==> src/rtl/debug_uart_rx_pkg.sv <==
// Shared types and helpers for the debug UART receiver and transmitter.
// Holds the receiver state encoding and the bit-period calculation.
package debug_uart_pkg;

   typedef enum logic [2:0] {
      IDLE      = 3'd0,
      START     = 3'd1,
      DATA      = 3'd2,
      STOP      = 3'd3,
      WAIT_HIGH = 3'd4
   } rx_state_t;

   function automatic int cycles_per_bit(
      input int clk_hz,
      input int bit_rate
   );
      return clk_hz / bit_rate;
   endfunction

endpackage

==> src/rtl/debug_uart_rx_sync.sv <==
// Two-flop synchroniser for asynchronous inputs.
// Resets to all ones so an idle-high line never looks like a start bit.
module uart_rx_sync #(
   parameter int W = 1
) (
   input  logic         clk,
   input  logic         rst,
   input  logic [W-1:0] i_d,
   output logic [W-1:0] o_q
);

   logic [W-1:0] r_meta;
   logic [W-1:0] r_sync;

   always_ff @(posedge clk or posedge rst) begin
      if (rst) begin
         r_meta <= '1;
         r_sync <= '1;
      end else begin
         r_meta <= i_d;
         r_sync <= r_meta;
      end
   end

   assign o_q = r_sync;

endmodule

==> src/rtl/debug_uart_rx.sv <==
// 8N1 debug UART receiver with a one-entry holding register.
// Mid-bit sampling; sticky overrun and frame-error flags cleared by ack.
module debug_uart_rx
   import debug_uart_pkg::*;
#(
   parameter int CLK_HZ   = 25_000_000,
   parameter int BIT_RATE = 1_000_000
) (
   input  logic       clk,
   input  logic       rst,
   input  logic       uart_rxd,
   output logic [7:0] rx_data,
   output logic       rx_valid,
   input  logic       rx_ack,
   output logic       rx_busy,
   output logic       rx_overrun,
   output logic       rx_frame_error
);

   localparam int CYCLES_PER_BIT = cycles_per_bit(CLK_HZ, BIT_RATE);
   localparam int HALF_BIT       = CYCLES_PER_BIT / 2;
   localparam int CW             = $clog2(CYCLES_PER_BIT);

   localparam logic [CW-1:0] CNT_FULL = CW'(CYCLES_PER_BIT - 1);
   localparam logic [CW-1:0] CNT_HALF = CW'(HALF_BIT - 1);
   localparam logic [CW-1:0] CNT_ONE  = CW'(1);

   if (CYCLES_PER_BIT < 4) begin : g_rate_check
      $error("debug_uart_rx: CLK_HZ/BIT_RATE must be at least 4");
   end

   logic            w_rxs;
   rx_state_t       r_state;
   rx_state_t       w_state_nxt;
   logic [CW-1:0]   r_cnt;
   logic [CW-1:0]   w_cnt_nxt;
   logic [2:0]      r_bit;
   logic [2:0]      w_bit_nxt;
   logic [7:0]      r_shift;
   logic [7:0]      w_shift_nxt;
   logic            w_load;
   logic            w_ferr;
   logic [7:0]      r_data;
   logic            r_valid;
   logic            r_overrun;
   logic            r_ferr;

   uart_rx_sync #(
      .W (1)
   ) u_sync (
      .clk (clk),
      .rst (rst),
      .i_d (uart_rxd),
      .o_q (w_rxs)
   );

   always_ff @(posedge clk or posedge rst) begin
      if (rst) begin
         r_state <= IDLE;
         r_cnt   <= '0;
         r_bit   <= '0;
         r_shift <= '0;
      end else begin
         r_state <= w_state_nxt;
         r_cnt   <= w_cnt_nxt;
         r_bit   <= w_bit_nxt;
         r_shift <= w_shift_nxt;
      end
   end

   always_comb begin
      w_state_nxt = r_state;
      w_cnt_nxt   = r_cnt;
      w_bit_nxt   = r_bit;
      w_shift_nxt = r_shift;
      w_load      = 1'b0;
      w_ferr      = 1'b0;
      unique case (r_state)
         IDLE: begin
            if (!w_rxs) begin
               w_state_nxt = START;
               w_cnt_nxt   = '0;
               w_bit_nxt   = '0;
            end
         end
         START: begin
            if (r_cnt == CNT_HALF) begin
               w_cnt_nxt = '0;
               if (w_rxs) begin
                  w_state_nxt = IDLE;
               end else begin
                  w_state_nxt = DATA;
                  w_bit_nxt   = '0;
               end
            end else begin
               w_cnt_nxt = r_cnt + CNT_ONE;
            end
         end
         DATA: begin
            if (r_cnt == CNT_FULL) begin
               w_cnt_nxt   = '0;
               w_shift_nxt = {w_rxs, r_shift[7:1]};
               if (r_bit == 3'd7) begin
                  w_state_nxt = STOP;
                  w_bit_nxt   = '0;
               end else begin
                  w_bit_nxt = r_bit + 3'd1;
               end
            end else begin
               w_cnt_nxt = r_cnt + CNT_ONE;
            end
         end
         STOP: begin
            if (r_cnt == CNT_FULL) begin
               w_cnt_nxt = '0;
               if (w_rxs) begin
                  w_load      = 1'b1;
                  w_state_nxt = IDLE;
               end else begin
                  w_ferr      = 1'b1;
                  w_state_nxt = WAIT_HIGH;
               end
            end else begin
               w_cnt_nxt = r_cnt + CNT_ONE;
            end
         end
         WAIT_HIGH: begin
            if (w_rxs) begin
               w_state_nxt = IDLE;
            end
         end
         default: begin
            w_state_nxt = IDLE;
            w_cnt_nxt   = '0;
            w_bit_nxt   = '0;
         end
      endcase
   end

   // A load beats a simultaneous ack; ack always clears the sticky flags.
   always_ff @(posedge clk or posedge rst) begin
      if (rst) begin
         r_data    <= 8'h00;
         r_valid   <= 1'b0;
         r_overrun <= 1'b0;
         r_ferr    <= 1'b0;
      end else begin
         if (w_load && (!r_valid || rx_ack)) begin
            r_data  <= r_shift;
            r_valid <= 1'b1;
         end else if (rx_ack) begin
            r_valid <= 1'b0;
         end
         if (rx_ack) begin
            r_overrun <= 1'b0;
         end else if (w_load && r_valid) begin
            r_overrun <= 1'b1;
         end
         if (rx_ack) begin
            r_ferr <= 1'b0;
         end else if (w_ferr) begin
            r_ferr <= 1'b1;
         end
      end
   end

   assign rx_data        = r_data;
   assign rx_valid       = r_valid;
   assign rx_overrun     = r_overrun;
   assign rx_frame_error = r_ferr;
   assign rx_busy        = (r_state != IDLE);

endmodule
==> config.mk <==
export PLATFORM = sky130hd
export DESIGN_NAME = debug_uart_rx
export DESIGN_NICKNAME = d
export VERILOG_FILES = /design/src/rtl/debug_uart_rx_pkg.sv /design/src/rtl/debug_uart_rx_sync.sv /design/src/rtl/debug_uart_rx.sv
export SDC_FILE = /design/constraint.sdc
export NUM_CORES = 1
export LEC_CHECK = 0
export CAP_MARGIN = 40
export CELL_PAD_IN_SITES_DETAIL_PLACEMENT = 0
export CELL_PAD_IN_SITES_GLOBAL_PLACEMENT = 1
export CORE_MARGIN = 10
export CORE_UTILIZATION = 40
export DETAILED_ROUTE_END_ITERATION = 8
export GPL_TIMING_DRIVEN = 1
export PLACE_DENSITY = 0.8
export SYNTH_ARGS = -nofsm -noshare
export SYNTH_HDL_FRONTEND = slang
export SYNTH_SLANG_ARGS = --single-unit
==> constraint.sdc <==
create_clock -name clk -period 5.16 [get_ports clk]
set_clock_uncertainty 0.05 [all_clocks]
set_input_delay 1.032 -clock clk [delete_from_list [all_inputs] [get_ports clk]]
set_output_delay 1.032 -clock clk [all_outputs]
set_load 0.1 [all_outputs]
# Word-level counts from Yosys, hierarchy flattened
# Index checks and enable logic that the tools add are counted.
# W data, S select, Z words.
# op_classes
n_addsub	2
eq_ne	13
mux	30
bitwise	2
n_reduce_logical	15
# ops
operator	count
$mux W3	11
$pmux W5 S4	1
$mux W5	3
$pmux W3 S5	1
$mux W1	12
$pmux W3 S4	1
$ne A2 B2 Y1 const B	5
$eq A3 B2 Y1 const B	2
$eq A3 B3 Y1 const B	2
$reduce_and A6 Y1	1
$reduce_bool A2 Y1	3
$add A5 B1 Y5 const B	1
$eq A5 B4 Y1 const B	1
$eq A5 B5 Y1 const B	1
$reduce_and A2 Y1	2
$reduce_or A2 Y1	2
$add A3 B1 Y3 const B	1
$eq A3 B1 Y1 const B	1
$logic_not A3 Y1	1
$reduce_and A3 Y1	1
$reduce_bool A3 Y1	1
$logic_and A1 B1 Y1	2
$mux W2	1
$ne A2 B1 Y1 const B	1
3 further kinds	4
# totals
ff_bits	32
inputBits	4
wordCells	72

# Longest topological paths before layout
# Gate-level depths: netlist (run 1).
# depth
word_depth	6
mapped_depth	7
ltp_nobuf	6

# Cells and area by module
# Synthesis (run 1) repeated with hierarchy kept, for this count alone.
# unflattened
hier_cells	131
hier_area_um2	1507.7
# by_module_without_submodules
module	n_inst	cells_each	area_each_um2	seq_area_each_um2
debug_uart_rx	1	128	1451.4	750.7
uart_rx_sync	1	3	56.3	52.6

# Worst setup path before layout (run 1)
# Ideal clock, no wire load.
# synth_timing
path_type	flip-flop to output port
startpoint	register r_state[0]
endpoint	output port rx_busy
arrival_time_ps	1314
setup_slack_ps	2764
path_stages_with_launch	3
path_buffers	1
cell_sequence	dfrtp_1 buf_2 or3_1
# synth_via
elab_chain_cells	1
# synth_lines
element	line_no	source
start: declaration	debug_uart_rx.sv:33	rx_state_t r_state;
start signal: assignment	debug_uart_rx.sv:64	r_state <= w_state_nxt;
$reduce_bool A3 Y1	debug_uart_rx.sv:171	assign rx_busy = (r_state != IDLE);
end: declaration	debug_uart_rx.sv:15	output logic rx_busy,
# Every way passes these cells.

# Final worst setup path (run 1)
# Same ends and word-level chain as after synthesis.

==> results_dict.tcl, run 1 <==
set metrics [dict create \
    die_area_um2 6520 \
    power.leakage_uw 0.000913 \
    path_max_fanout 14 \
    numCtsBuffers 5 \
    slew_viol_final 0 \
    yosysWarnings 0 \
    grt.total_usage_pct 11.4 \
    syn_avg_cell_area_um2 12.4 \
    power.switching_uw 220 \
    syn2layout_area_growth_pct 32.3 \
    cp-start-kind "flip-flop" \
    setup_tns_ps 0 \
    status "completed" \
    synth_area_leaders "dfrtp_1 (51%), mux2_2 (9.9%), mux2_1 (3.8%)" \
    drv_cap 0 \
    grt_antenna_before_repair 0 \
    max_freq_mhz 341 \
    power_frac_clock_pct 33.8 \
    ioPinCount 16 \
    cp_top_family "buffers and inverters" \
    cpPeakStageDelay_ps 530 \
    synth-async-reset-ratio_pct 100 \
    internal_power_uw 482 \
    portBuffers 15 \
    vias_per_cell 5.18 \
    ctsResizeCount 0 \
    cts_buffer_depth 2 \
    wl_mm 3.04 \
    drc 0 \
    path_clk_slew_ps 60 \
    wire_per_inst_um 15.3 \
    required_ps 4080 \
    maxSlewHeadroom_pct 70.8 \
    grt_pass1_wl_mm 5.66 \
    yosysTopAreaCellShare_pct 50.9 \
    grt_overflow 0 \
    num_rows 22 \
    place_worst_setup_slack_ps 2530 \
    ctsHoldBuffers 0 \
    synth.cell_area_um2 1480 \
    cts.sinks 32 \
    synth_cell_types 38 \
    grt_pass1_vias 1095 \
    combPwrFrac_pct 20.0 \
    worst_hold_path_type "flip-flop to flip-flop" \
    syn_inst 119 \
    vias 1030 \
    die_x_um 80.7 \
    dpl.hpwl_mm 2.19 \
    drt_first_pass_iters 4 \
    seq_area_frac_synth_pct 54.5 \
    yosysMostFrequentCell "dfrtp_1" \
    swShare_pct 31.3 \
    synth_edf_count 0 \
    min_period_over_period_pct 56.8 \
    synth.net_count 127 \
    critPathBufInv 2 \
    rsz0062_at_grt "false" \
    period_minus_slack_ps 2930 \
    start_util_pct 40.9 \
    tightest_slew_ps 436 \
    finalSetupViolCount 0 \
    worstSetupPathType "flip-flop to primary output" \
    synth_flop_cell "dfrtp_1" \
    fin_ws_ps 2230 \
    coreArea_um2 3610 \
    cts_tree "done" \
    arrival_ps 1850 \
    placed_area_um2 1840 \
    hold_viol 0 \
    cts-htree-levels 2 \
    power_density_nw_per_um2 360 \
    slowest_stage "dfrtp_1" \
    nets 158 \
    postCtsSetupBuffers 0 \
    grt_max_degree 33 \
    drive_above_1_share_pct 28.5 \
    vdd_drop_max_v 0.000164 \
    root_buffer "clkbuf_8" \
    path_cells "or3_1 > clkdlybuf4s50_1 > buf_8" \
    drt_iter0_drc 33 \
    antenna_cells 0 \
    gp_congestion 0.865 \
    clock_latency_ps 280 \
    ys_ff_latch 32 \
    die_h_um 80.7 \
    crit_path_end_kind "primary output" \
    final_cell_area_um2 1950 \
    antenna_left 0 \
    synth_commonest_cells "dfrtp_1 (30), mux2_2 (13), nand2_1 (7)" \
    yosys.area.top_type "dfrtp_1" \
    seqPwrFrac_pct 46.2 \
]
## flip-flops by register name (all words and copies together) (netlist names)
signal / cells
r_shift: 8
rx_data: 8
r_cnt: 5
r_bit: 3
r_state: 3
rx_frame_error: 1
rx_overrun: 1
rx_valid: 1
u_sync.o_q: 1
u_sync.r_meta: 1
## area by class of cell
type	instances	area (µm²)
inverters	5	18.8
clock inverters	3	42.5
clock buffers	5	68.8
fillers	306	1650
repair buffers	28	338
well taps	48	60.1
flip-flops and latches	32	803
multi-input cells	78	621
## placed cells by master, fill, tap and decap left out, types with 4 or more instances in the layout
| cell type | count |
|---|---|
| inv_1 | 5 |
| a21oi_1 | 4 |
| ha_1 | 4 |
| nand2_1 | 7 |
| mux2_1 | 5 |
| o21ai_0 | 5 |
| mux2_2 | 13 |
| buf_8 | 12 |
| nor2_1 | 6 |
| dfrtp_1 | 30 |
| clkbuf_8 | 5 |
| clkdlybuf4s50_1 | 15 |
## kinds of logic after synthesis
logic type	count (synthesis)	synth area share, %
buffers and inverters	9	3.48
AO/OA/AOI/OAI	22	11.1
multiplexers	18	13.7
adder cells (fa/ha/maj)	4	3.39
AND/OR/NAND/NOR	34	13.8
flip-flops	32	54.5
## power groups by stage
stage	combinational [µW]	clock [µW]	sequential (µW)
after detailed placement	141	0	328
final	140	237	324
after global routing	162	260	330
after global placement	131	0	325
after floorplan	112	0	318
after CTS	143	243	323
## through the flow
| step | total power (µW) | utilization (%) | instances | hold WS (ps) |
|---|---|---|---|---|
| 2_1_floorplan | 431 | - | 119 | 295 |
| 3_3_place_gp | 457 | 46.0 | 179 | 298 |
| 3_5_place_dp | 468 | 51.0 | 191 | 298 |
| 4_1_cts | 709 | 54.1 | 199 | 307 |
| 5_1_grt | 751 | 54.1 | 199 | 311 |
| 6_report | 702 | 54.1 | 199 | 306 |
## worst paths after layout
| kind | start | endpoint | slack [ps] | depth (start not counted) |
|---|---|---|---|---|
| worst min-delay path | u_sync.r_meta | u_sync.o_q | 310 | 0 |
| max in group asynchronous | rst | u_sync.o_q | 3650 | 3 |
| worst max-delay path | r_state[0] | rx_busy | 2230 | 3 |
| min in group asynchronous | rst | rx_data[1] | 1080 | 3 |
| worst max register to register | r_state[0] | r_bit[2] | 3150 | 4 |
| worst min register to register | u_sync.r_meta | u_sync.o_q | 310 | 0 |
## metal layers
metal  vias up  track usage, %  share of wire (%)
met1       517            12.7                 40
met5         -               0                  0
li1        488               -                  -
met3         5            4.08                4.0
met4         0            5.71                2.0
met2        20            18.9                 54
## worst register-to-register path: cells and delay by family (launching register included)
family           cells  cell delay [ps]
multiplexers         1              390
AND/OR/NAND/NOR      2              520
AO/OA/AOI/OAI        1              410
flip-flops           1              530
Note: power is estimated with default switching activity, not from simulation.
==> run 2: changes to the inputs <==
PLACE_DENSITY = 0.83   (was 0.8)
clock period = 2.67 ns   (was 5.16 ns; I/O delays follow)
==> results_dict.tcl, run 2 (synthesis results as in run 1) <==
set metrics [dict create \
    status "completed" \
    grt_pass1_wl_mm 4.89 \
    grt_pass1_vias 1019 \
    cp.depth 2 \
    grt_overflow 0 \
    worst_hold_path_type "flip-flop to flip-flop" \
    slowest_stage "dfrtp_1" \
    path_clk_slew_ps 60 \
    maxSlewHeadroom_pct 65.9 \
    num_rows 22 \
    portBuffers 15 \
    finalSetupViolCount 0 \
    crit_start "r_state[0]" \
    cp_top_family "flip-flops" \
    wire_per_inst_um 14.8 \
    finalPower_uw 1330 \
    drt_first_pass_iters 4 \
    die_h_um 80.7 \
    drc 0 \
    crit_path_end_kind "primary output" \
    cts.sinks 32 \
    postCtsSetupBuffers 0 \
    die_x_um 80.7 \
    cts_tree "done" \
    power.leakage_uw 0.000850 \
    clock_latency_ps 280 \
    slew_viol_final 0 \
    numCtsBuffers 5 \
    vias 970 \
    path_cells "or3_1 > buf_4" \
    tightest_slew_ps 509 \
    gp_congestion 0.781 \
    antenna_cells 0 \
    grt.total_usage_pct 9.51 \
    syn2layout_area_growth_pct 17.8 \
    placed_area_um2 1630 \
    drv_cap 0 \
    cts-htree-levels 2 \
    wl_mm 2.77 \
    ioPinCount 16 \
    ctsHoldBuffers 0 \
    rr_worst_depth 6 \
    grt_max_degree 33 \
    final_common_cell "dfrtp_1" \
    stdcell_count 187 \
    grt_antenna_before_repair 0 \
    hold_viol 0 \
    final_cell_area_um2 1740 \
    die_area_um2 6520 \
    cp-start-kind "flip-flop" \
    vias_per_cell 5.19 \
    antenna_left 0 \
    required_ps 2090 \
    path_max_fanout 14 \
    root_buffer "clkbuf_8" \
    worstSetupPathType "flip-flop to primary output" \
    power_density_nw_per_um2 764 \
    cpPeakStageDelay_ps 530 \
    fin_ws_ps 619 \
    place_worst_setup_slack_ps 656 \
    nets 146 \
    start_util_pct 40.9 \
    coreArea_um2 3610 \
    setup_tns_ps 0 \
    ctsResizeCount 0 \
    fillers 331 \
    rsz0062_at_grt "false" \
    critPathBufInv 1 \
    cts_buffer_depth 2 \
    drt_iter0_drc 74 \
    r2r_start "r_cnt[0]" \
    min_period_over_period_pct 76.8 \
    holdPathStages 0 \
    vdd_drop_max_v 0.000377 \
    final_cell_mix "dfrtp_1 (30), mux2_2 (13), buf_4 (13), nand2_1 (7), nor2_1 (6)" \
    period_minus_slack_ps 2050 \
    drive_above_1_share_pct 30.2 \
    worstHoldStart "u_sync.r_meta" \
    dpl.cell_count 179 \
    arrival_ps 1470 \
    dpl.hpwl_mm 2.02 \
    max_freq_mhz 488 \
]
==> run 2: cell count changes in the layout (fill, tap and decap cells not counted) <==
cell and change:
clkinvlp_4 -1, buf_8 -12, buf_4 +12, clkdlybuf4s50_1 -12, clkbuf_1 +1
==> run 2: per-layer routing <==
| metal | share of wire (%) | global-route usage (%) | vias to the layer above |
|---|---|---|---|
| met5 | 0 | 0 | - |
| met4 | 2.2 | 4.67 | 0 |
| met3 | 4.8 | 3.31 | 7 |
| met2 | 45 | 14.4 | 21 |
| met1 | 48 | 11.8 | 473 |
| li1 | - | - | 469 |
==> run 2: through the flow <==
stage	hold slack, ps	util, %
detailed placement	297	45.2
finish	316	48.2
CTS	318	48.2
global route	327	48.2
global placement	296	45.2
floorplan	295	-
==> run 2: area by class of cell <==
| class | count | area (µm²) | share of cell area (%) |
|---|---|---|---|
| Clock inverter | 2 | 35.0 | 2.02 |
| Tap cell | 48 | 60.1 | 3.46 |
| Sequential cell | 32 | 803 | 46.2 |
| Multi-Input combinational cell | 78 | 621 | 35.7 |
| Inverter | 5 | 18.8 | 1.08 |
| Clock buffer | 6 | 72.6 | 4.18 |
| Timing Repair Buffer | 16 | 128 | 7.34 |
==> run 2: worst reg2reg max path, cell delays in order (launching register included) <==
cell and delay [ps]:
dfrtp_1 410, inv_1 80, ha_1 140, and4b_1 390, a2bb2oi_1 500, o21bai_1 130, a21o_2 230
==> run 2: worst paths after layout <==
path                                    to  slack [ps]
worst max-delay path               rx_busy         620
min in group asynchronous       r_shift[0]         580
worst max register to register    r_cnt[2]         640
worst min-delay path            u_sync.o_q         320
worst min register to register  u_sync.o_q         320
max in group asynchronous       u_sync.o_q        1660
==> run 2: power by group <==
group / total, µW / leakage, µW / switching (µW) / internal, µW
combinational: 260 / 0.000368 / 159 / 102
clock: 441 / 0.0000552 / 164 / 276
sequential: 626 / 0.000426 / 86.0 / 540
total: 1330 / 0.000850 / 409 / 918
